File: src/rtl/dmem_arb_pkg.sv
// Shared types and constants for the data-memory arbiter.
// States, default widths, read-latency bound and requester ids.
package dmem_arb_pkg;

  typedef enum logic [1:0] {
    IDLE  = 2'd0,
    ISSUE = 2'd1,
    WAIT  = 2'd2,
    DONE  = 2'd3
  } state_t;

  localparam int ADDR_W_DEF   = 16;
  localparam int DATA_W_DEF   = 16;
  localparam int READ_LAT_MAX = 3;

  localparam logic P0 = 1'b0;
  localparam logic P1 = 1'b1;

endpackage

File: src/rtl/dmem_arbiter_rr_arbiter2.sv
// Combinational two-way winner select. DMEM_ARB_FIXED_PRIO_EN makes port 0
// always win and leaves the last-grant input unused.
module rr_arbiter2
  import dmem_arb_pkg::*;
(
  input  logic req0,
  input  logic req1,
  input  logic last,
  output logic valid,
  output logic grant
);

`ifdef DMEM_ARB_FIXED_PRIO_EN
  logic unused_last;
  assign unused_last = last;

  always_comb begin
    valid = req0 | req1;
    grant = req0 ? P0 : P1;
  end
`else
  always_comb begin
    valid = req0 | req1;
    grant = P0;
    if (req0 && req1) begin
      // Contention: whoever was not served last goes next.
      grant = (last == P0) ? P1 : P0;
    end else if (req1) begin
      grant = P1;
    end
  end
`endif

endmodule

File: src/rtl/dmem_arbiter.sv
// Two-port arbiter and access sequencer for the single-ported data memory.
// Round-robin by default; DMEM_ARB_FIXED_PRIO_EN selects fixed port-0 priority.
//
// Handshake: a requester raises req with we/addr/wdata and holds req until
// ack, a one-cycle pulse; read data is valid on rdata together with ack and
// holds until that port's next read. Inputs are latched at grant.
module dmem_arbiter
  import dmem_arb_pkg::*;
#(
  parameter int ADDR_W   = ADDR_W_DEF,
  parameter int DATA_W   = DATA_W_DEF,
  parameter int READ_LAT = 1
) (
  input  logic              clk,
  input  logic              rst,
  input  logic              req0,
  input  logic              we0,
  input  logic [ADDR_W-1:0] addr0,
  input  logic [DATA_W-1:0] wdata0,
  output logic              ack0,
  output logic [DATA_W-1:0] rdata0,
  input  logic              req1,
  input  logic              we1,
  input  logic [ADDR_W-1:0] addr1,
  input  logic [DATA_W-1:0] wdata1,
  output logic              ack1,
  output logic [DATA_W-1:0] rdata1,
  output logic [ADDR_W-1:0] mem_address,
  output logic [DATA_W-1:0] mem_data_write,
  output logic              mem_write,
  output logic              mem_read,
  input  logic [DATA_W-1:0] mem_data_read,
  output logic              busy,
  output logic              grant_id,
  output logic [1:0]        dbg_state
);

  localparam logic [1:0] LAT = 2'(READ_LAT);

  state_t     state;
  logic [1:0] cnt;
  logic       last;
  logic       arb_valid;
  logic       arb_grant;

`ifdef DMEM_ARB_FIXED_PRIO_EN
  assign last = P1;
`endif

  rr_arbiter2 u_arb (
    .req0  (req0),
    .req1  (req1),
    .last  (last),
    .valid (arb_valid),
    .grant (arb_grant)
  );

  assign dbg_state = state;

  always_ff @(posedge clk) begin
    if (rst) begin
      state          <= IDLE;
      cnt            <= 2'd0;
`ifndef DMEM_ARB_FIXED_PRIO_EN
      last           <= P1;
`endif
      ack0           <= 1'b0;
      ack1           <= 1'b0;
      rdata0         <= '0;
      rdata1         <= '0;
      mem_address    <= '0;
      mem_data_write <= '0;
      mem_write      <= 1'b0;
      mem_read       <= 1'b0;
      busy           <= 1'b0;
      grant_id       <= 1'b0;
    end else begin
      case (state)
        IDLE: begin
          if (arb_valid) begin
            state          <= ISSUE;
            busy           <= 1'b1;
            grant_id       <= arb_grant;
            mem_address    <= (arb_grant == P1) ? addr1 : addr0;
            mem_data_write <= (arb_grant == P1) ? wdata1 : wdata0;
            mem_write      <= (arb_grant == P1) ? we1 : we0;
            mem_read       <= (arb_grant == P1) ? !we1 : !we0;
          end
        end
        ISSUE: begin
          if (mem_write) begin
            mem_write <= 1'b0;
            state     <= DONE;
            if (grant_id == P1) ack1 <= 1'b1;
            else                ack0 <= 1'b1;
          end else if (LAT == 2'd0) begin
            mem_read <= 1'b0;
            state    <= DONE;
            if (grant_id == P1) begin
              ack1   <= 1'b1;
              rdata1 <= mem_data_read;
            end else begin
              ack0   <= 1'b1;
              rdata0 <= mem_data_read;
            end
          end else begin
            state <= WAIT;
            cnt   <= 2'd1;
          end
        end
        WAIT: begin
          // cnt counts WAIT cycles; data is sampled at the end of the last.
          if (cnt == LAT) begin
            mem_read <= 1'b0;
            state    <= DONE;
            if (grant_id == P1) begin
              ack1   <= 1'b1;
              rdata1 <= mem_data_read;
            end else begin
              ack0   <= 1'b1;
              rdata0 <= mem_data_read;
            end
          end else begin
            cnt <= cnt + 2'd1;
          end
        end
        DONE: begin
          ack0  <= 1'b0;
          ack1  <= 1'b0;
          busy  <= 1'b0;
          state <= IDLE;
`ifndef DMEM_ARB_FIXED_PRIO_EN
          last  <= grant_id;
`endif
        end
        default: state <= IDLE;
      endcase
    end
  end

endmodule

File: config.mk
export PLATFORM = sky130hd
export DESIGN_NAME = dmem_arbiter
export DESIGN_NICKNAME = d
export VERILOG_FILES = /design/src/rtl/dmem_arb_pkg.sv /design/src/rtl/dmem_arbiter_rr_arbiter2.sv /design/src/rtl/dmem_arbiter.sv
export SDC_FILE = /design/constraint.sdc
export NUM_CORES = 1
export LEC_CHECK = 0
export ABC_AREA = 1
export CORE_MARGIN = 2
export CORE_UTILIZATION = 41
export DETAILED_ROUTE_END_ITERATION = 12
export GPL_ROUTABILITY_DRIVEN = 0
export GPL_TIMING_DRIVEN = 0
export PLACE_DENSITY = 0.81
export REMOVE_ABC_BUFFERS = 1
export SYNTH_ARGS = -nofsm -noshare
export SYNTH_HDL_FRONTEND = slang
export SYNTH_SLANG_ARGS = --single-unit
File: constraint.sdc
create_clock -name clk -period 1.68 [get_ports clk]
set_input_delay 0.336 -clock clk [delete_from_list [all_inputs] [get_ports clk]]
set_output_delay 0.336 -clock clk [all_outputs]
set_load 0.01 [all_outputs]
==> metrics, run 1 <==
status completed; Crit Path Category flip-flop to primary output; Post-synth ARST share 0%; power per cell area 1380 nW/um^2; GRT Max-Usage Layer met2; Critical Path Stages 1; clk_lat worst skew 340 ps; Global Route met1 Usage 24.6%; P&R area growth vs syn 60.3%; syn_area_per_cell 7.54 sq um; ANT cells 0; Period minus WS final 1610 ps; Max-Cap Viols 0; Reg power frac 33.7%; Core Region 7770 sq um; critical path peak fanout 5; Reg2Reg Depth 9; cell with the most instances after synthesis nand2_1; Switching Fraction 35.9%; share of the yosys chip area belonging to registers 45.6%; dpl ws -892 ps; I/O pin count 158; Worst Hold Class flip-flop to flip-flop; Cell Chain, Critical Path clkdlybuf4s50_1; relative slew slack 69.7%; period utilisation layout 95.6%; post-route ant nets 0; sw power 2.62 mW; Die W 93.6 microns; CTS tree built; top cells by count, synth nand2_1, dfxtp_1, nor2_1; Buf/Inv on CP 1; Startpoint Class flip-flop; FF-to-FF End mem_data_write[4]$_SDFFE_PP0P_; DP HPWL 6.59 mm; Avg WL per Cell 13.9 microns; DRT iter0 DRCs 189; critical path required time 1340 ps; r2r setup slk 120 ps; 1st-pass router iterations 4; Yosys reg bits 75; DR vias 3457; Distinct cells, synth 20; drt total wl 9.72 mm; Syn Inst Count 437; CTS Sinks 75; f_max 623 MHz; clock transition at the registers of the reported paths 80 ps; vias in the first global route 3239; final hold vios 0; Setup crit start dbg_state[1]$_SDFFE_PP0P_; Clock Power Share 20.9%; DIE AREA 8760 sq um; final core occ 68.0%; Setup Skew 10.1 ps; # rows 32; DRC 0; top cell type's share of synthesized area 45.6%; total power 7.28 mW; initial core utilization 42.4%; Layout Nets 686; Crit. End Element primary output; worst hold slack 447 ps; Tot GR Track Use 21.8%; max incr delay on CP 550 ps; worst slew pin tran 454 ps; I/O Buffers 157; met2 usage 36.8%; PnR worst setup slack 73.6 ps; die span in y 93.6 microns; FILL cells 654; vias per cell 4.95; internal power consumption 4.66 mW; Root Buffer clkbuf_8; Num CTS Buffers 9; Final Slew Violations 0; Critical path destination dbg_state[1]; initial antenna violation count 0; Post-Syn Area 3290 sq um; RSZ-0062 raised after global routing false; Comb power frac 45.4%; share of layout cells above drive strength 1 12.9%; top_reg_cell synth dfxtp_1; Yosys Warn Count 0; largest net degree at the start of global routing 40; gr ovfl total 0; synth top area cells dfxtp_1, o21ai_0, nand2_1, nor2_1, a21oi_2; Lkg Pwr 2.15 nW; setup violators final 0; Post-CTS Hold Buffers 0; Synth area leader dfxtp_1; met3 Use GR 9.43%; peak supply drop 0.889 mV; Max Root-Sink Buffers 2; first-pass GRT wire length 15.1 mm; # H-tree levels 3; number of synthesized flops with an enable pin 0; FF-to-FF Start dbg_state[0]$_SDFFE_PP0P_; Worst path slowest cell clkdlybuf4s50_1; CP delay by family, top buffers and inverters; Arr. time, crit path 1270 ps
[placed cells by master, fill, tap and decap left out, types with 3 or more instances in the layout]
cell	count
o21ai_1	4
a21oi_1	28
a21oi_2	27
clkbuf_8	9
o21ai_0	66
dfxtp_1	72
clkinv_2	3
nand2_2	6
buf_4	7
ha_1	6
inv_2	4
clkdlybuf4s50_1	155
nor2_1	74
inv_1	28
nand2_1	77
nand3_1	5
[sequential cells by signal, indices dropped and copies added (netlist names)]
signal	cells
ack0	1
grant_id	1
mem_write	1
busy	1
rdata1	16
rdata0	16
cnt	2
dbg_state	2
mem_read	1
ack1	1
mem_data_write	16
mem_address	16
last	1
[through the flow]
stage	TNS, ps	cell area [sq um]	instances
2_1_floorplan	-9760	3150	412
3_3_place_gp	-72160	4850	671
3_5_place_dp	-38130	4890	673
4_1_cts	-6.69	5200	696
5_1_grt	0	5280	699
6_report	0	5280	699
[cell families after synthesis]
logic type	Yosys count	synth area share, %
AOI/OAI and AO/OA	128	23.0
adders and majority gates	8	3.04
buffers and inverters	60	8.40
DFF	75	45.6
and+or+nand+nor	166	19.9
[area by class of cell]
type	count	area, sq um	share of cell area [%]
clock buffers	9	124	2.35
clock inverters	7	91.3	1.73
flip-flops and latches	75	1510	28.6
multi-input cells	303	1560	29.6
inverters	35	143	2.70
well taps	102	128	2.42
repair buffers	168	1720	32.6
[worst min-delay path by stage]
stage	start	endpoint	slack, ps	cells past startpoint
after floorplan	rst	grant_id$_SDFFE_PP0P_	410	1
after global placement	rdata1[7]$_SDFFE_PP0P_	rdata1[7]$_SDFFE_PP0P_	430	2
after detailed placement	rdata1[15]$_SDFFE_PP0P_	rdata1[15]$_SDFFE_PP0P_	440	2
after CTS	rdata1[15]$_SDFFE_PP0P_	rdata1[15]$_SDFFE_PP0P_	450	2
after global routing	rdata1[15]$_SDFFE_PP0P_	rdata1[15]$_SDFFE_PP0P_	460	2
final	rdata1[15]$_SDFFE_PP0P_	rdata1[15]$_SDFFE_PP0P_	450	2
[routing by layer]
layer / share of wire, % / routed length [microns]
met1: 40 / 3900
met2: 46 / 4510
met3: 12 / 1130
met4: 1.8 / 172
met5: 0 / 0
[power groups by stage]
stage	Sequential (mW)	Clock, mW	Combinational [mW]
global placement	2.45	0	2.80
finish	2.45	1.52	3.30
detailed placement	2.47	0	2.93
floorplan	2.63	0	1.35
global route	2.50	1.64	3.64
CTS	2.44	1.55	3.10
[timing repair]
action,CTS,global route
endpoints found under the setup margin,69,52
buffers inserted,6,2
pin swaps,1,0
gates cloned,1,1
gates resized for setup,9,11
(Power assumes the default switching activity.)
==> run 2, diff against run 1 <==
Settings changed: CTS_CLUSTER_SIZE set to 28, PLACE_DENSITY 0.81 to 0.8, SYNTH_HIERARCHICAL set to 1.
==> metrics, run 2 <==
status completed; commonest cells after routing, fill and taps aside clkdlybuf4s50_1, nand2_1, dfxtp_1, inv_1, nor2_1; P&R area growth vs syn 55.9%; clock transition at the registers of the reported paths 80 ps; Root Buffer clkbuf_8; Layout Nets 684; CTS tree built; Final Slew Violations 0; Core Region 7810 sq um; Switching Fraction 34.8%; dpl ws -1100 ps; first-pass GRT wire length 14.8 mm; period utilisation layout 95.8%; Period minus WS final 1610 ps; top cells by count, synth nand2_1, dfxtp_1, inv_1; Die W 94.0 microns; 1st-pass router iterations 4; vias in the first global route 3289; post-route ant nets 0; vias per cell 4.92; Syn Inst Count 442; Synth area leader dfxtp_1; sw power 2.42 mW; number of synthesized flops with an enable pin 0; Clock Power Share 22.4%; power per cell area 1340 nW/um^2; top cell type's share of synthesized area 45.2%; Avg WL per Cell 14.4 microns; cell with the most instances after synthesis nand2_1; synth top area cells dfxtp_1, nand2_1, o211ai_1, inv_1, nand3_1; Startpoint Class flip-flop; Arr. time, crit path 1270 ps; Crit. End Element primary output; Yosys reg bits 75; Reg power frac 36.7%; Post-Syn Area 3320 sq um; I/O Buffers 157; drt total wl 10.0 mm; CP delay by family, top buffers and inverters; max incr delay on CP 550 ps; # H-tree levels 3; final hold vios 0; largest net degree at the start of global routing 71; Lkg Pwr 2.21 nW; Num CTS Buffers 9; Cell Chain, Critical Path clkdlybuf4s50_1; Buf/Inv on CP 1; worst slew pin tran 656 ps; DRC 0; initial core utilization 42.6%; Post-CTS Hold Buffers 0; Setup Skew 11.3 ps; DIE AREA 8840 sq um; share of layout cells above drive strength 1 5.72%; syn_area_per_cell 7.52 sq um; Max-Cap Viols 0; Tot GR Track Use 21.3%; CTS Sinks 75; # rows 32; Crit Path Category flip-flop to primary output; peak supply drop 0.709 mV; most common cell after layout, fill and taps aside clkdlybuf4s50_1; clk_lat worst skew 330 ps; critical path peak fanout 4; critical path required time 1340 ps; RSZ-0062 raised after global routing false; Fin Setup TNS 0 ps; top_reg_cell synth dfxtp_1; DR vias 3425; Yosys Warn Count 6; initial antenna violation count 0; setup violators final 0; Comb power frac 40.9%; Distinct cells, synth 24; Worst Hold Class flip-flop to flip-flop; Post-synth ARST share 0%; PnR worst setup slack 69.9 ps; f_max 621 MHz; ANT cells 0; die span in y 94.0 microns; Worst path slowest cell clkdlybuf4s50_1; share of the yosys chip area belonging to registers 45.2%; DP HPWL 6.51 mm; I/O pin count 158; gr ovfl total 0; Max Root-Sink Buffers 2; relative slew slack 56.2%; DRT iter0 DRCs 100; internal power consumption 4.53 mW
## run 2: cell types whose count changed after synthesis, sizes merged, moves of 2 or more
cell and change:
o21ai -32, inv +34, o211ai +31, nor2 -31
a21oi -33, or2 +2, nand4 +2, nand3 +32
clkbuf -5, buf +5
## run 2: kinds of logic (layout without fill, tap and decap cells)
family / after synthesis / after routing / synth area share, %
AND/OR/NAND/NOR: 169 / 170 / 21.3
adder cells (fa/ha/maj): 9 / 9 / 3.39
buffers and inverters: 94 / 244 / 13.2
AO/OA/AOI/OAI: 95 / 96 / 16.9
flip-flops: 75 / 75 / 45.2
## run 2: final timing paths
kind / start / end / slack (ps) / depth (start not counted)
setup / recovery: mem_write$_SDFFE_PP0P_ / mem_write / 70 / 1
hold / removal: rdata1[13]$_SDFFE_PP0P_ / rdata1[13]$_SDFFE_PP0P_ / 450 / 2
setup reg to reg: dbg_state[0]$_SDFFE_PP0P_ / rdata0[13]$_SDFFE_PP0P_ / 150 / 6
hold reg to reg: rdata1[13]$_SDFFE_PP0P_ / rdata1[13]$_SDFFE_PP0P_ / 450 / 2
## run 2: area by class of cell
cell class	instances	area (sq um)
Clock buffer	12	155
Clock inverter	4	72.6
Fill cell	705	2630
Inverter	69	285
Multi-Input combinational cell	275	1440
Sequential cell	75	1510
Tap cell	102	128
Timing Repair Buffer	158	1580
Timing Repair inverter	1	8.76
## run 2: what timing repair did
item	4_1_cts	5_1_grt
resized for setup	13	7
gates cloned	1	2
endpoints found under the setup margin	72	42
pin swaps	2	1
buffers inserted	1	0
## run 2: stage by stage
step                      hold slack [ps]  instances  area [sq um]  power (mW)  utilization, %
after CTS                             448        694          5150        6.92            66.0
after global placement                432        676          4850        5.16            62.1
after detailed placement              436        676          4860        5.25            62.3
after floorplan                       405        417          3150        3.82               -
after global routing                  470        696          5180        7.40            66.4
final                                 446        696          5180        6.95            66.4
## run 2: metal layers
layer / routed length, microns / up-vias / track usage [%] / share of wire, %
met5: 0 / - / 0 / 0
met3: 807 / 6 / 7.87 / 8.0
li1: - / 1726 / - / -
met2: 5030 / 130 / 38.6 / 50
met4: 84 / 0 / 5.80 / 0.84
met1: 4100 / 1563 / 23.4 / 41
## run 2: power groups by stage
stage / clock, mW / sequential, mW / combinational (mW)
6_report: 1.56 / 2.55 / 2.84
5_1_grt: 1.67 / 2.61 / 3.12
4_1_cts: 1.58 / 2.54 / 2.80
3_5_place_dp: 0 / 2.55 / 2.70
3_3_place_gp: 0 / 2.52 / 2.64
2_1_floorplan: 0 / 2.72 / 1.10
